**config.mk**
```make
export PLATFORM = sky130hd
export DESIGN_NAME = window_spill_fill
export DESIGN_NICKNAME = d
export VERILOG_FILES = /design/src/rtl/win_pkg.sv /design/src/rtl/spill_stack_ptr.sv /design/src/rtl/window_spill_fill.sv
export SDC_FILE = /design/constraint.sdc
export NUM_CORES = 1
export LEC_CHECK = 0
export ABC_AREA = 1
export CORE_AREA = 2 2 83 85
export CTS_CLUSTER_DIAMETER = 30
export DETAILED_ROUTE_END_ITERATION = 10
export DIE_AREA = 0 0 85 87
export GPL_TIMING_DRIVEN = 0
export PLACE_DENSITY = 0.86
export SLEW_MARGIN = 20
export SYNTH_ARGS = -nofsm -noshare
export SYNTH_HDL_FRONTEND = slang
export SYNTH_HIERARCHICAL = 1
export SYNTH_SLANG_ARGS = --single-unit
```
**constraint.sdc**
```tcl
create_clock -name clock -period 5.7 [get_ports clock]
set_input_delay 1.425 -clock clock [delete_from_list [all_inputs] [get_ports clock]]
set_output_delay 1.425 -clock clock [all_outputs]
set_load 0.02 [all_outputs]
```
**src/rtl/win_pkg.sv**
```systemverilog
// Shared types and constants for the register-window spill/fill engine.
package win_pkg;
  typedef enum logic [1:0] {IDLE, SPILL, FILL, GRANT} wsf_state_t;

  localparam int NUM_PHYS = 32;
  localparam int WIN_SIZE = 8;

  // win_add_sub encodings consumed by the register-file controller
  localparam logic [1:0] ADD = 2'b10;
  localparam logic [1:0] SUB = 2'b01;
endpackage

```
**src/rtl/spill_stack_ptr.sv**
```systemverilog
// Spill stack pointer and depth counter; sp moves by whole windows, depth saturates.
module spill_stack_ptr #(
  parameter int          WIN_STEP   = 4,
  parameter logic [15:0] SPILL_BASE = 16'hF000,
  parameter int          MAX_DEPTH  = 64
) (
  input  logic        clock,
  input  logic        reset,
  input  logic        push_i,        // spill finished: new top window
  input  logic        fill_start_i,  // fill begins: point sp at top window
  input  logic        fill_done_i,   // fill finished: top window consumed
  output logic [15:0] sp_o,
  output logic [6:0]  depth_o,
  output logic        full_o,
  output logic        empty_o
);
  logic [15:0] sp_q, sp_d;
  logic [6:0]  depth_q, depth_d;

  assign full_o  = (depth_q == 7'(MAX_DEPTH));
  assign empty_o = (depth_q == 7'd0);
  assign sp_o    = sp_q;
  assign depth_o = depth_q;

  // next-state: depth never passes 0 or MAX_DEPTH
  always_comb begin
    sp_d    = sp_q;
    depth_d = depth_q;
    if (push_i && !full_o) begin
      sp_d    = sp_q + 16'(WIN_STEP);
      depth_d = depth_q + 7'd1;
    end
    if (fill_start_i && !empty_o) sp_d = sp_q - 16'(WIN_STEP);
    if (fill_done_i && !empty_o)  depth_d = depth_q - 7'd1;
  end

  // state registers
  always_ff @(posedge clock) begin
    if (reset) begin
      sp_q    <= SPILL_BASE;
      depth_q <= 7'd0;
    end else begin
      sp_q    <= sp_d;
      depth_q <= depth_d;
    end
  end
endmodule

```
**src/rtl/window_spill_fill.sv**
```systemverilog
// Register-window spill/fill engine: saves the overlaid registers to a memory
// stack on call overflow and restores them on return into a spilled window.
module window_spill_fill
  import win_pkg::*;
#(
  parameter int          WIDTH      = 16,
  parameter int          WIN_STEP   = 4,
  parameter int          WIN_MAX    = 24,
  parameter logic [15:0] SPILL_BASE = 16'hF000,
  parameter int          MAX_DEPTH  = 64
) (
  input  logic             clock,
  input  logic             reset,
  input  logic [4:0]       win_index,
  input  logic             call_req,
  input  logic             ret_req,
  output logic             win_go,
  output logic             stall,
  output logic [4:0]       rf_sel,
  input  logic [WIDTH-1:0] rf_rdata,
  output logic [WIDTH-1:0] rf_wdata,
  output logic             rf_we,
  output logic [15:0]      mem_addr,
  output logic [WIDTH-1:0] mem_wdata,
  input  logic [WIDTH-1:0] mem_rdata,
  output logic             mem_req,
  output logic             mem_we,
  input  logic             mem_ready,
  output logic [6:0]       depth,
  output logic             fault
);
  localparam int KW = (WIN_STEP > 1) ? $clog2(WIN_STEP) : 1;

  wsf_state_t  state_q;
  logic [KW-1:0] k_q;
  logic        fault_q;
  logic [15:0] sp;
  logic        full, empty;

  logic at_max, at_zero, only_call, only_ret, start_spill, start_fill;
  logic last_beat, push, fill_done;

  assign at_max      = (win_index == 5'(WIN_MAX));
  assign at_zero     = (win_index == 5'd0);
  assign only_call   = call_req && !ret_req;
  assign only_ret    = ret_req && !call_req;
  assign start_spill = (state_q == IDLE) && only_call && at_max && !full;
  assign start_fill  = (state_q == IDLE) && only_ret && at_zero && !empty;
  assign last_beat   = (k_q == KW'(WIN_STEP - 1));
  assign push        = (state_q == SPILL) && mem_ready && last_beat;
  assign fill_done   = (state_q == FILL) && mem_ready && last_beat;
  assign fault       = fault_q;

  spill_stack_ptr #(
    .WIN_STEP  (WIN_STEP),
    .SPILL_BASE(SPILL_BASE),
    .MAX_DEPTH (MAX_DEPTH)
  ) u_ssp (
    .clock       (clock),
    .reset       (reset),
    .push_i      (push),
    .fill_start_i(start_fill),
    .fill_done_i (fill_done),
    .sp_o        (sp),
    .depth_o     (depth),
    .full_o      (full),
    .empty_o     (empty)
  );

  // control FSM: beat counter advances only on accepted memory beats
  always_ff @(posedge clock) begin
    if (reset) begin
      state_q <= IDLE;
      k_q     <= '0;
      fault_q <= 1'b0;
    end else begin
      case (state_q)
        IDLE: begin
          k_q <= '0;
          if (call_req && ret_req) fault_q <= 1'b1;
          else if (only_call && at_max && full) fault_q <= 1'b1;
          else if (start_spill) state_q <= SPILL;
          else if (start_fill)  state_q <= FILL;
        end
        SPILL, FILL: begin
          if (mem_ready) begin
            if (last_beat) begin
              state_q <= GRANT;
              k_q     <= '0;
            end else begin
              k_q <= k_q + 1'b1;
            end
          end
        end
        GRANT:   state_q <= IDLE;
        default: state_q <= IDLE;
      endcase
    end
  end

  // output decode; IDLE grants pass straight through in the request cycle
  always_comb begin
    win_go    = 1'b0;
    stall     = 1'b0;
    rf_sel    = '0;
    rf_wdata  = '0;
    rf_we     = 1'b0;
    mem_addr  = '0;
    mem_wdata = '0;
    mem_req   = 1'b0;
    mem_we    = 1'b0;
    case (state_q)
      IDLE: begin
        win_go = !reset && ((only_call && (!at_max || full)) ||
                            (only_ret && (!at_zero || empty)));
      end
      SPILL: begin
        stall     = 1'b1;
        rf_sel    = win_index + 5'(WIN_SIZE) + 5'(k_q);
        mem_req   = 1'b1;
        mem_we    = 1'b1;
        mem_addr  = sp + 16'(k_q);
        mem_wdata = rf_rdata;
      end
      FILL: begin
        stall    = 1'b1;
        mem_req  = 1'b1;
        mem_addr = sp + 16'(k_q);
        if (mem_ready) begin
          rf_sel   = win_index - 5'(WIN_STEP) + 5'(k_q);
          rf_wdata = mem_rdata;
          rf_we    = 1'b1;
        end
      end
      GRANT: win_go = 1'b1;
      default: ;
    endcase
  end
endmodule

```
==> out/results.ini <==
[clock_network]
htree_levels=1
numClockSinks=26
clock_latency_ns=0.27
clock_tree.root_cell=clkbuf_8
cts.clk_slew.worst_paths_ns=0.10
cts_buffer_depth=2
cts.repair.resized=0
cts_tree=built
hold_buffers=0
cts_made_buffers=3
postCtsSetupBuffers=0

[synth]
ys_async_sr_fraction_pct=0
synth-edff-count=0
avgSynthCellArea_um2=5.80
synthCells=551
synth_ff_type=dfxtp_1
synth.ff_latch_count=26
yosysUniqueCellTypes=37
yosysSeqAreaShare_pct=16.3
yosysWarnings=6
syn-cell-area_um2=3200

[grt]
grt-ovfl-total=0
antenna_found_initial=0
grt_pass1_wl_mm=14.8
grt_pass1_vias=3436
track_usage_pct=24.1
grt_max_degree=16

[sta]
fin_skew_ns=0.00933
worst_pin_slew_ns=0.729
max_freq_mhz=194
hold_viol_final=0
fin_ws_ns=0.546
period_minus_slack_ns=5.15
period_share_pct=90.4
slew_headroom_pct=51.3
setup_viol=0
fin_setup_tns_ns=0
rsz0062_at_grt=no
drv_slew=0

[placed_design]
place_inst=739
pre_cts_ws_ns=0.561
hpwl_mm=7.50
placed_cell_area_um2=4370
placement.io_buffers=107
place_congestion=0.896

[layout]
nFillCells=577
final_cell_mix=nand2_1, inv_1, clkdlybuf4s50_1
nNetsFinal=736
fin_area_um2=4430
num_antenna_cells=0
area_growth_pct=38.6
seq_area_um2=520
multi_input_area_um2=2160
fin_cells=743
final_common_cell=nand2_1
drive_gt1_share_pct=6.33

[setup_path]
worstPathArrival_ns=3.73
cp.required_ns=4.28
endpoint_kind=output port
path_max_fanout=2
startpoint_type=input port
worstSetupPathType=input port to output port

[detailed_routing]
avgViaCountPerCell=5.01
first_pass_iters=5
route.detailed.drc=0
drt_iter0_drc=143
num_vias=3719
routedWlPerCell_um=12.1
ant_nets=0
postRouteWirelength_mm=9.03

[outcome]
status=finished, final reports clean

[floorplan]
coreArea_um2=6570
initial_core_util_pct=48.7
rows=30
die_h_um=87
die_area_um2=7400
die_w_um=85
ios=108

[hold_path]
worstHoldPathType=flip-flop to flip-flop

[power]
total_power_uw=804
leakagePower_nw=2.40
power.density_nw_per_um2=182
vdd_ir_drop_max_mv=0.148

[flow_run]
cap_viol_max_count=0

-- cell families (layout without fill, tap and decap cells) --
logic type,after synthesis,after routing,share of synthesized area [%]
XOR/XNOR,11,11,3.01
flip-flops,26,26,16.3
adder cells (fa/ha/maj),30,30,12.7
AO/OA/AOI/OAI,81,81,14.1
AND/OR/NAND/NOR,274,274,37.7
buffers and inverters,128,239,16.2
other,1,2,0.117
-- critical path, stage by stage --
cell	delay, ns
clkdlybuf4s50_1	0.44
ha_1	0.24
fa_1	0.40
nand2_1	0.11
inv_1	0.06
o21ai_0	0.17
nand3_1	0.10
a21oi_1	0.15
clkdlybuf4s50_1	0.62
-- Yosys cell counts (5+ instances only) --
master	number	area, um^2
nand2_4	5	56.3
clkbuf_1	5	18.8
o21ai_0	22	110
a21oi_1	36	180
o21ai_1	11	55.1
inv_1	108	405
dfxtp_1	26	521
nand2_1	133	499
xnor2_1	9	78.8
nor2_1	71	267
ha_1	26	325
nor2_2	5	31.3
inv_2	6	22.5
nand3_1	40	200
nand2_2	5	31.3
-- metrics by stage --
step / hold WS, ns / utilization [%]
floorplan: 0.497 / -
global placement: 0.472 / 66.6
detailed placement: 0.468 / 66.6
CTS: 0.495 / 67.4
global route: 0.540 / 67.4
finish: 0.491 / 67.4
-- report_power, final --
group          internal, mW  switching (mW)  total (mW)
combinational         0.211           0.271       0.482
sequential            0.191          0.0105       0.201
clock                0.0618          0.0590       0.121
-- per-layer routing --
metal  global-route usage (%)  share of wire, %
met5                        0                 0
met4                     5.63              0.95
met3                     2.37               5.8
met2                     46.6                51
met1                     28.4                42
-- registers in the layout, summed over array words and instances, names as in the netlist --
name,cells
u_ssp/sp_o,14
fault,1
k_q,2
u_ssp/depth_o,7
state_q,2
-- worst paths after layout --
kind | startpoint | end | slack, ns | depth (start not counted)
worst max-delay path | win_index[0] | rf_sel[4] | 0.55 | 9
worst min-delay path | fault$_SDFFE_PP0P_ | fault$_SDFFE_PP0P_ | 0.49 | 2
worst max register to register | u_ssp/depth_o[0]$_SDFFE_PP0P_ | u_ssp/sp_o[8]$_SDFFE_PP0P_ | 2.51 | 15
worst min register to register | fault$_SDFFE_PP0P_ | fault$_SDFFE_PP0P_ | 0.49 | 2
-- cell type report --
cell class / instances / area share, %
repair buffers: 107 / 24.2
clock buffers: 4 / 1.24
plain buffers: 13 / 1.95
flip-flops and latches: 26 / 11.8
well taps: 80 / 2.26
inverters: 115 / 9.75
multi-input cells: 398 / 48.9
No activity file was read; power rests on OpenSTA's default activity.
==> edit (config.mk and constraints unchanged) <==
`WIN_STEP` is set to 4 in 2 places; all go to 2.
--- a/src/rtl/spill_stack_ptr.sv
+++ b/src/rtl/spill_stack_ptr.sv
@@ -1,6 +1,6 @@
 // Spill stack pointer and depth counter; sp moves by whole windows, depth saturates.
 module spill_stack_ptr #(
-  parameter int          WIN_STEP   = 4,
+  parameter int          WIN_STEP   = 2,
   parameter logic [15:0] SPILL_BASE = 16'hF000,
   parameter int          MAX_DEPTH  = 64
 ) (
--- a/src/rtl/window_spill_fill.sv
+++ b/src/rtl/window_spill_fill.sv
@@ -4,7 +4,7 @@
   import win_pkg::*;
 #(
   parameter int          WIDTH      = 16,
-  parameter int          WIN_STEP   = 4,
+  parameter int          WIN_STEP   = 2,
   parameter int          WIN_MAX    = 24,
   parameter logic [15:0] SPILL_BASE = 16'hF000,
   parameter int          MAX_DEPTH  = 64
Formal check against the unedited RTL: not equivalent (Yosys sat finds a counterexample within 4 cycles, from zero or initial values and one cycle with reset high).
==> edit against the unedited design <==
- worst setup slack improved by 150 ps
- sequential cell count unchanged
- core utilization increased by 1.3 points
- largest power group unchanged
- routed wire length increased by 16%
- cell area increased by 1.9%
- non-clock buffer count unchanged
- combinational power increased by 27%
- count of clock-buffer cells in the layout unchanged
- power increased by 17%
- highest routed layer unchanged
- synthesized area increased by 2.7%
- fmax increased by 3.0%
==> edit: results <==
metrics = {
    "setup_path": {
        "worstReg2RegEnd": "u_ssp/sp_o[11]",
        "cp.arrival_ps": 3580,
        "rr_worst_depth": 21,
        "path_max_fanout": 3,
        "reg2reg_setup_slack_ps": 2390,
    },
    "finish": {
        "largest_reg_flops": 15,
        "drive_gt1_share_pct": 7.381,
        "nNetsFinal": 763,
    },
    "global_route": {
        "grt_pass1_vias": 3703,
        "grt_max_degree": 17,
        "met2_usage_pct": 53.05,
        "grtUsageMet3_pct": 3.791,
        "grt_first_pass_wirelength_um": 16440,
    },
    "detailed_routing": {
        "wirelength_met1_um": 4041,
        "via_count": 3982,
        "vias_per_cell": 5.165,
        "routed_wl_um": 10470,
        "dr.pass1.iters": 6,
        "wl_met2_um": 5402,
    },
    "logic_synthesis": {
        "ys_types": 38,
        "synthTopCellsByArea": "nand2_1, dfxtp_1, inv_1",
        "synthTopCellsByCount": "nand2_1, inv_1, nor2_1",
        "postSynthCellCount": 580,
        "synthAdderAreaFrac_pct": 11.50,
        "seq_area_frac_synth_pct": 15.85,
        "synth_compound_area_share_pct": 12.65,
    },
    "placement": {
        "numPortBuffers": 107,
        "place_area_um2": 4458,
        "gp_congestion": 0.9077,
        "pre_cts_ws_ps": 715.7,
    },
    "status": {
        "run_status": "completed",
    },
    "sta": {
        "slew_violations": 0,
        "slew_headroom_pct": 45.40,
    },
    "pwr": {
        "peakVddDrop_mv": 0.1703,
    },
}
edit: changes by cell type after synthesis, sizes merged, moves of 3 or more:
| cell | change |
|---|---|
| clkbuf | -3 |
| buf | +3 |
| nand2 | +15 |
| inv | +9 |
| nand3 | +3 |
edit: power breakdown:
part           switching (mW)  leakage [nW]  internal (mW)
clock network          0.0610        0.0288         0.0618
registers              0.0137         0.210          0.193
logic                   0.357          2.13          0.255
total                   0.432          2.37          0.510
edit: area by class of cell:
class	instances	area (um2)
Buffer	13	86.33
Multi-Input combinational cell	416	2210
Sequential cell	26	520.5
Inverter	125	470.5
Tap cell	80	100.1
Clock buffer	4	55.05
Fill cell	564	2056
Timing Repair Buffer	107	1071
edit: worst max-delay path by stage:
stage	to	depth (start not counted)
2_1_floorplan	rf_sel[1]	4
3_3_place_gp	rf_sel[4]	9
3_5_place_dp	rf_sel[4]	9
4_1_cts	rf_sel[4]	9
5_1_grt	rf_sel[2]	8
6_report	rf_sel[4]	9
